<file path="src/rtl/ctrl_store_loader.sv">
// Framed byte-stream loader that assembles little-endian control words and writes them into the control store.
// Optional checksum trailer enabled by defining CTRL_LOADER_CHECKSUM_EN.
`timescale 1ns/1ps

module ctrl_store_loader #(
    parameter int          WORD_W    = 26,
    parameter int          ADDR_W    = 7,
    parameter logic [7:0]  SYNC_BYTE = 8'hA5
) (
    input  logic              clk,
    input  logic              rst,
    input  logic              in_valid,
    input  logic [7:0]        in_data,
    output logic              in_ready,
    output logic              wr_en,
    output logic [ADDR_W-1:0] wr_addr,
    output logic [WORD_W-1:0] wr_data,
    output logic              busy,
    output logic              done,
    output logic              err
);

    localparam int DEPTH = 2 ** ADDR_W;
    // Word counter must hold DEPTH itself, and COUNT values up to 255 for the range check.
    localparam int CNT_W = (ADDR_W >= 8) ? ADDR_W + 1 : 9;

    localparam logic [2:0] IDLE    = 3'd0;
    localparam logic [2:0] S_ADDR  = 3'd1;
    localparam logic [2:0] S_COUNT = 3'd2;
    localparam logic [2:0] S_DATA  = 3'd3;
    localparam logic [2:0] S_CSUM  = 3'd4;
    localparam logic [2:0] S_ERR   = 3'd5;

    logic [2:0]        state;
    logic [ADDR_W-1:0] addr_ptr;
    logic [CNT_W-1:0]  words_left;
    logic [1:0]        byte_idx;
    logic [23:0]       shift_q;
    logic              hs;
    logic [31:0]       word;
    logic [CNT_W-1:0]  count_val;
    logic              excess;
    logic              last_word;
`ifdef CTRL_LOADER_CHECKSUM_EN
    logic [7:0]        csum;
`endif

    assign in_ready  = ~rst;
    assign hs        = in_valid & in_ready;
    // The incoming byte is the most significant one of the word being completed.
    assign word      = {in_data, shift_q};
    assign excess    = (word >> WORD_W) != 32'd0;
    assign count_val = (in_data == 8'd0) ? CNT_W'(DEPTH) : CNT_W'(in_data);
    assign last_word = (words_left == CNT_W'(1));
    assign busy      = (state == S_ADDR) || (state == S_COUNT) ||
                       (state == S_DATA) || (state == S_CSUM);

    always_ff @(posedge clk) begin
        if (rst) begin
            state      <= IDLE;
            addr_ptr   <= '0;
            words_left <= '0;
            byte_idx   <= '0;
            shift_q    <= '0;
            wr_en      <= 1'b0;
            wr_addr    <= '0;
            wr_data    <= '0;
            done       <= 1'b0;
            err        <= 1'b0;
`ifdef CTRL_LOADER_CHECKSUM_EN
            csum       <= '0;
`endif
        end else begin
            // NOTE: strobes default low every cycle so a single assignment below yields a one-cycle pulse.
            wr_en <= 1'b0;
            done  <= 1'b0;
            if (hs) begin
                case (state)
                    IDLE: begin
                        if (in_data == SYNC_BYTE) begin
                            state <= S_ADDR;
`ifdef CTRL_LOADER_CHECKSUM_EN
                            csum  <= '0;
`endif
                        end
                    end
                    S_ADDR: begin
                        addr_ptr <= in_data[ADDR_W-1:0];
                        state    <= S_COUNT;
`ifdef CTRL_LOADER_CHECKSUM_EN
                        csum     <= csum ^ in_data;
`endif
                    end
                    S_COUNT: begin
`ifdef CTRL_LOADER_CHECKSUM_EN
                        csum <= csum ^ in_data;
`endif
                        if (count_val > CNT_W'(DEPTH)) begin
                            state <= S_ERR;
                            err   <= 1'b1;
                        end else begin
                            words_left <= count_val;
                            byte_idx   <= 2'd0;
                            state      <= S_DATA;
                        end
                    end
                    S_DATA: begin
`ifdef CTRL_LOADER_CHECKSUM_EN
                        csum     <= csum ^ in_data;
`endif
                        shift_q  <= word[31:8];
                        byte_idx <= byte_idx + 2'd1;
                        if (byte_idx == 2'd3) begin
                            if (excess) begin
                                state <= S_ERR;
                                err   <= 1'b1;
                            end else begin
                                wr_en      <= 1'b1;
                                wr_addr    <= addr_ptr;
                                wr_data    <= word[WORD_W-1:0];
                                addr_ptr   <= addr_ptr + 1'b1;
                                words_left <= words_left - 1'b1;
                                if (last_word) begin
`ifdef CTRL_LOADER_CHECKSUM_EN
                                    state <= S_CSUM;
`else
                                    state <= IDLE;
                                    done  <= 1'b1;
`endif
                                end
                            end
                        end
                    end
`ifdef CTRL_LOADER_CHECKSUM_EN
                    S_CSUM: begin
                        if (in_data == csum) begin
                            state <= IDLE;
                            done  <= 1'b1;
                        end else begin
                            state <= S_ERR;
                            err   <= 1'b1;
                        end
                    end
`endif
                    S_ERR: begin
                        if (in_data == SYNC_BYTE) begin
                            err   <= 1'b0;
                            state <= S_ADDR;
`ifdef CTRL_LOADER_CHECKSUM_EN
                            csum  <= '0;
`endif
                        end
                    end
                    default: state <= IDLE;
                endcase
            end
        end
    end

endmodule

</file>
<file path="config.mk">
export PLATFORM = sky130hd
export DESIGN_NAME = ctrl_store_loader
export DESIGN_NICKNAME = d
export VERILOG_FILES = /design/src/rtl/ctrl_store_loader.sv
export SDC_FILE = /design/constraint.sdc
export NUM_CORES = 1
export LEC_CHECK = 0
export ABC_CLOCK_PERIOD_IN_PS = 3300
export CAP_MARGIN = 5
export CORE_UTILIZATION = 57
export DETAILED_ROUTE_END_ITERATION = 8
export GPL_TIMING_DRIVEN = 0
export PLACE_DENSITY = 0.86
export SYNTH_ARGS = -nofsm -noshare
export SYNTH_HDL_FRONTEND = slang
export SYNTH_SLANG_ARGS = --single-unit
</file>
<file path="constraint.sdc">
create_clock -name clk -period 3.3 [get_ports clk]
set_clock_uncertainty 0.05 [all_clocks]
set_input_delay 0.66 -clock clk [delete_from_list [all_inputs] [get_ports clk]]
set_output_delay 0.66 -clock clk [all_outputs]
set_load 0.01 [all_outputs]
</file>
== Yosys cells after proc, flatten, opt, wreduce, memory -nomap -nowiden ==
Index checks and enable logic that the tools add are counted.

* Logic and storage cells: 78
* Flip-flop bits (word level): 81

* Bitwise operators: 6
* Add/subtract/negate cells: 3
* Reduce and logical (&&, ||, !) cells: 19
* Equal/unequal tests: 16
* Order comparisons: 1
* Muxes and demuxes: 23

{| class="wikitable"
|+ Operators by type and width
! operator !! count
|-
| $reduce_bool A32 Y1 || 1
|-
| $mux W9 || 3
|-
| $pmux W9 S2 || 1
|-
| $mux W3 || 5
|-
| $mux W7 || 2
|-
| $pmux W7 S2 || 1
|-
| $pmux W3 S4 || 1
|-
| $reduce_and A4 Y1 || 3
|-
| $eq A9 B1 Y1 const B || 1
|-
| $sub A9 B1 Y9 const B || 1
|-
| $eq A8 B8 Y1 const B || 1
|-
| $gt A8 B8 Y1 const B || 1
|-
| $logic_not A8 Y1 || 1
|-
| $mux W8 || 1
|-
| $ne A2 B2 Y1 const B || 4
|-
| $add A7 B1 Y7 const B || 1
|-
| $eq A3 B2 Y1 const B || 2
|-
| $eq A3 B3 Y1 const B || 2
|-
| $mux W1 || 6
|-
| $ne A2 B1 Y1 const B || 3
|-
| $reduce_and A6 Y1 || 1
|-
| $not A1 Y1 || 5
|-
| $reduce_and A5 Y1 || 1
|-
| $reduce_or A5 Y1 || 1
|-
| 16 further kinds || 19
|}

== Logic depth before layout (Yosys ltp) ==
* Depth after elaboration: 5
* Gate-level depth with buffers: 8
* Mapped depth without buffers: 7

== Worst setup path after synthesis ==
Ideal clock, no wire load.

* Kind: input-to-reg
* From: in in_data[1]
* To: reg state[0]
* Cell stages on the path: 5
* Setup slack: 0.921 ns
* Arrival time: 2.254 ns
* Cell sequence: or4_4 o211a_1 a211o_1 or3_1 a31oi_1

* Longest elaborated chain between the ends: 3

{| class="wikitable"
|+ RTL lines
! element !! line !! text
|-
| from (decl) || 13 || <nowiki>input logic [7:0] in_data,</nowiki>
|-
| $eq A8 B8 Y1 || 80, 146 ||
|-
| $ne A2 B1 Y1 (no source line) || - ||
|-
| $reduce_and A4 Y1 (no source line) || - ||
|-
| to (signal assigned) || 81 || <nowiki>state <= S_ADDR;</nowiki>
|-
| to (signal assigned) || 148 || <nowiki>state <= S_ADDR;</nowiki>
|-
| to (signal assigned) || 154 || <nowiki>default: state <= IDLE;</nowiki>
|-
| to (decl) || 34 || <nowiki>logic [2:0] state;</nowiki>
|}

Every way passes these cells.
A chain may end at the register's enable or synchronous reset.

== Worst setup path in the final report ==
* From: in rst
* To: out in_ready

* Longest elaborated chain between the ends: 1

{| class="wikitable"
|+ RTL lines
! element !! line !! text
|-
| from (decl) || 11 || <nowiki>input logic rst,</nowiki>
|-
| $not A1 Y1 || 48 || <nowiki>assign in_ready = ~rst;</nowiki>
|-
| to (decl) || 14 || <nowiki>output logic in_ready,</nowiki>
|}

Every way passes these cells.

==> metrics.cfg <==
[layout]
post_route_cells_drive_above_1_share_pct = 7.11
utilization_pct = 72.4
area_growth_pct = 22.9
fin_cells = 581
diodes = 0
nets = 516

[synth]
synth_area_um2 = 3490
synthXorXnorAreaFrac_pct = 0.502
synth_top_cell_by_area = dfxtp_1
synth_most_common_cell = nand2_1
avgSynthCellArea_um2 = 7.87
synth_warnings = 0
yosysSeqAreaShare_pct = 46.5
netlist.area_leader.share_pct = 46.5
ys_types = 55
synthFlopType = dfxtp_1
synthTopCellsByCount = nand2_1, dfxtp_1, a21oi_1, o21ai_0, nor2_1
synth_compound_area_share_pct = 21.2
async_flop_share_pct = 0
ys_ff_latch = 81
synthAdderAreaFrac_pct = 1.43
synthTopCellsByArea = dfxtp_1, nand2_1, a21oi_1
synth_edf_count = 0
synth-simple-area-share_pct = 24.4
synth_top_family_by_area = simple AND/OR/NAND/NOR gates
syn_inst = 443
synth_fp_nets = 458
synth_mux_area_share_pct = 0.574

[setup_path]
cp_num_cells = 5
rr_worst_depth = 8
crit_path_top_delay_cell = clkdlybuf4s50_1
crit_buf_inv = 5
worst_setup_path_end_kind = primary output
max_stage_delay_ps = 630
cp_common_cell = clkdlybuf4s50_1
cp-start-kind = primary input
cp.arrival_ps = 2460
crit_family = buffers and inverters
r2r-start = byte_idx[0]
worstSetupStartpoint = rst
timing.rr.end = wr_addr[5]
worstPathCellList = clkdlybuf4s50_1 > clkbuf_8 > clkinv_1 > clkbuf_1 > clkdlybuf4s50_1
crit_type = primary input to primary output
crit_path_end = in_ready
r2r_setup_slack_ps = 790
cp_max_fo = 10
required_ps = 2590

[floorplanning]
coreArea_um2 = 5920
rows = 28
die-area_um2 = 6440
die_w_um = 80.2
io_pins = 49
start_util_pct = 58.9
fp.dieH_um = 80.2

[cts]
tritoncts = yes
cts_buffer_depth = 2
ctsResizeCount = 0
cts_root_buf = clkbuf_8
path_clk_slew_ps = 90
h-tree-depth = 3
clk_latency_ps = 350
cts_buffers = 9
post_cts_buffers = 0
ctsHoldBuffers = 0
numClockSinks = 81

[sta]
worstMarginPinSlew_ps = 895
finalSetupViolations = 0
rsz0062_at_grt = no
slew_headroom_pct = 39.8
period_share_pct = 96.1
finalCriticalPeriod_ps = 3170
drv_slew = 0
fmax_ghz = 0.315
finalHoldViolCount = 0

[flow_run]
maxCapViolCount = 0

[routing]
post_drt_wl_per_cell_um = 15.6
drc = 0
vias_per_cell = 5.78
firstDrtPassIters = 5
via_count = 3361
drt_wl_total_mm = 9.05
drt_iter0_markers = 256
ant_nets = 0

[placed_design]
place_inst = 565
gp_congestion = 0.956
hpwl_mm = 6.39
portBuffers = 47

[min_path]
min_path_type = flip-flop to flip-flop
min_from = shift_q[5]

[pwr]
p_leak_nw = 1.43
irDropWorstVdd_mv = 0.304
power-per-cell-area_nw_per_um2 = 440

[grt]
grt_overflow = 0
grt_first_pass_wirelength_mm = 14.4
track_usage_pct = 29.5
grt_pass1_vias = 3042
grt_max_degree = 16
antenna_found_initial = 0

[status]
outcome = finished clean

## registers in the layout, summed over array words and instances (netlist names)
register and flops:
wr_data 26, err 1, words_left 9, state 3
byte_idx 2, wr_addr 7, done 1, addr_ptr 7
shift_q 24, wr_en 1
## power by group
| part | switching [W] | leakage, nW | internal [W] | total (W) |
|---|---|---|---|---|
| Combinational | 0.0000413 | 0.659 | 0.0000237 | 0.0000650 |
| Clock | 0.000384 | 0.119 | 0.000459 | 0.000843 |
| Sequential | 0.0000000831 | 0.652 | 0.000976 | 0.000976 |
## cells by family (layout without fill, tap and decap cells)
family                   Yosys count  count (layout)
flip-flops                        81              81
multiplexers                       2               2
AO/OA/AOI/OAI                    126             126
XOR/XNOR                           2               2
AND/OR/NAND/NOR                  192             192
adder cells (fa/ha/maj)            4               4
buffers and inverters             36              99
## routing by layer
metal	track usage, %	part of all wire [%]	vias up
met5	0	0	-
met4	12.3	2.2	0
met3	6.82	7.6	17
met2	44.8	44	150
met1	40.1	46	1558
li1	-	-	1636
## worst register-to-register path, delay by kind of cell, from the launching register on
kind | cells | cell delay [ps]
adders and majority gates | 1 | 200
and+or+nand+nor | 4 | 1230
buffers and inverters | 2 | 450
AOI/OAI and AO/OA | 1 | 140
DFF | 1 | 360
## cells in the final DEF, fill, tap and decap left out, types with 3 or more instances in the layout
cell type	netlist	layout
ha_1	4	4
o31ai_1	3	3
dfxtp_1	81	81
nand4_1	3	3
clkbuf_1	19	19
a21o_1	3	3
a21oi_1	56	56
a31oi_1	4	4
clkdlybuf4s50_1	0	47
clkbuf_8	4	14
nor3_1	5	5
inv_1	7	7
o21ai_0	43	43
nand3_1	7	7
buf_2	3	3
or3_1	3	3
nand2_1	132	132
nor2_1	20	20
## worst min-delay path by stage
| stage | endpoint | slack [ps] | cells after the start |
|---|---|---|---|
| 3_5_place_dp | wr_data[25] | 400 | 2 |
| 2_1_floorplan | wr_data[7] | 380 | 2 |
| 6_report | wr_data[5] | 410 | 2 |
| 3_3_place_gp | wr_data[25] | 390 | 2 |
| 5_1_grt | wr_data[2] | 420 | 2 |
| 4_1_cts | wr_data[5] | 410 | 2 |
## through the flow
step	area, um^2	worst slack (ps)	power [W]	TNS, ps	hold slack [ps]
2_1_floorplan	3490	921	0.00103	0	379
3_3_place_gp	4050	6.25	0.00106	0	392
3_5_place_dp	4050	-48.0	0.00106	-326	397
4_1_cts	4290	122	0.00189	0	406
5_1_grt	4290	24.9	0.00193	0	422
6_report	4290	129	0.00188	0	407
## area by class of cell
cell class / count / area (um^2)
fill: 475 / 1630
inverter: 9 / 33.8
sequential: 81 / 1620
clock buffer: 10 / 138
clock inverter: 6 / 97.6
timing repair buffer: 47 / 470
tap: 75 / 93.8
multi-input combinational: 326 / 1680
buffer: 27 / 153
Power figures use the tool's default switching activity.
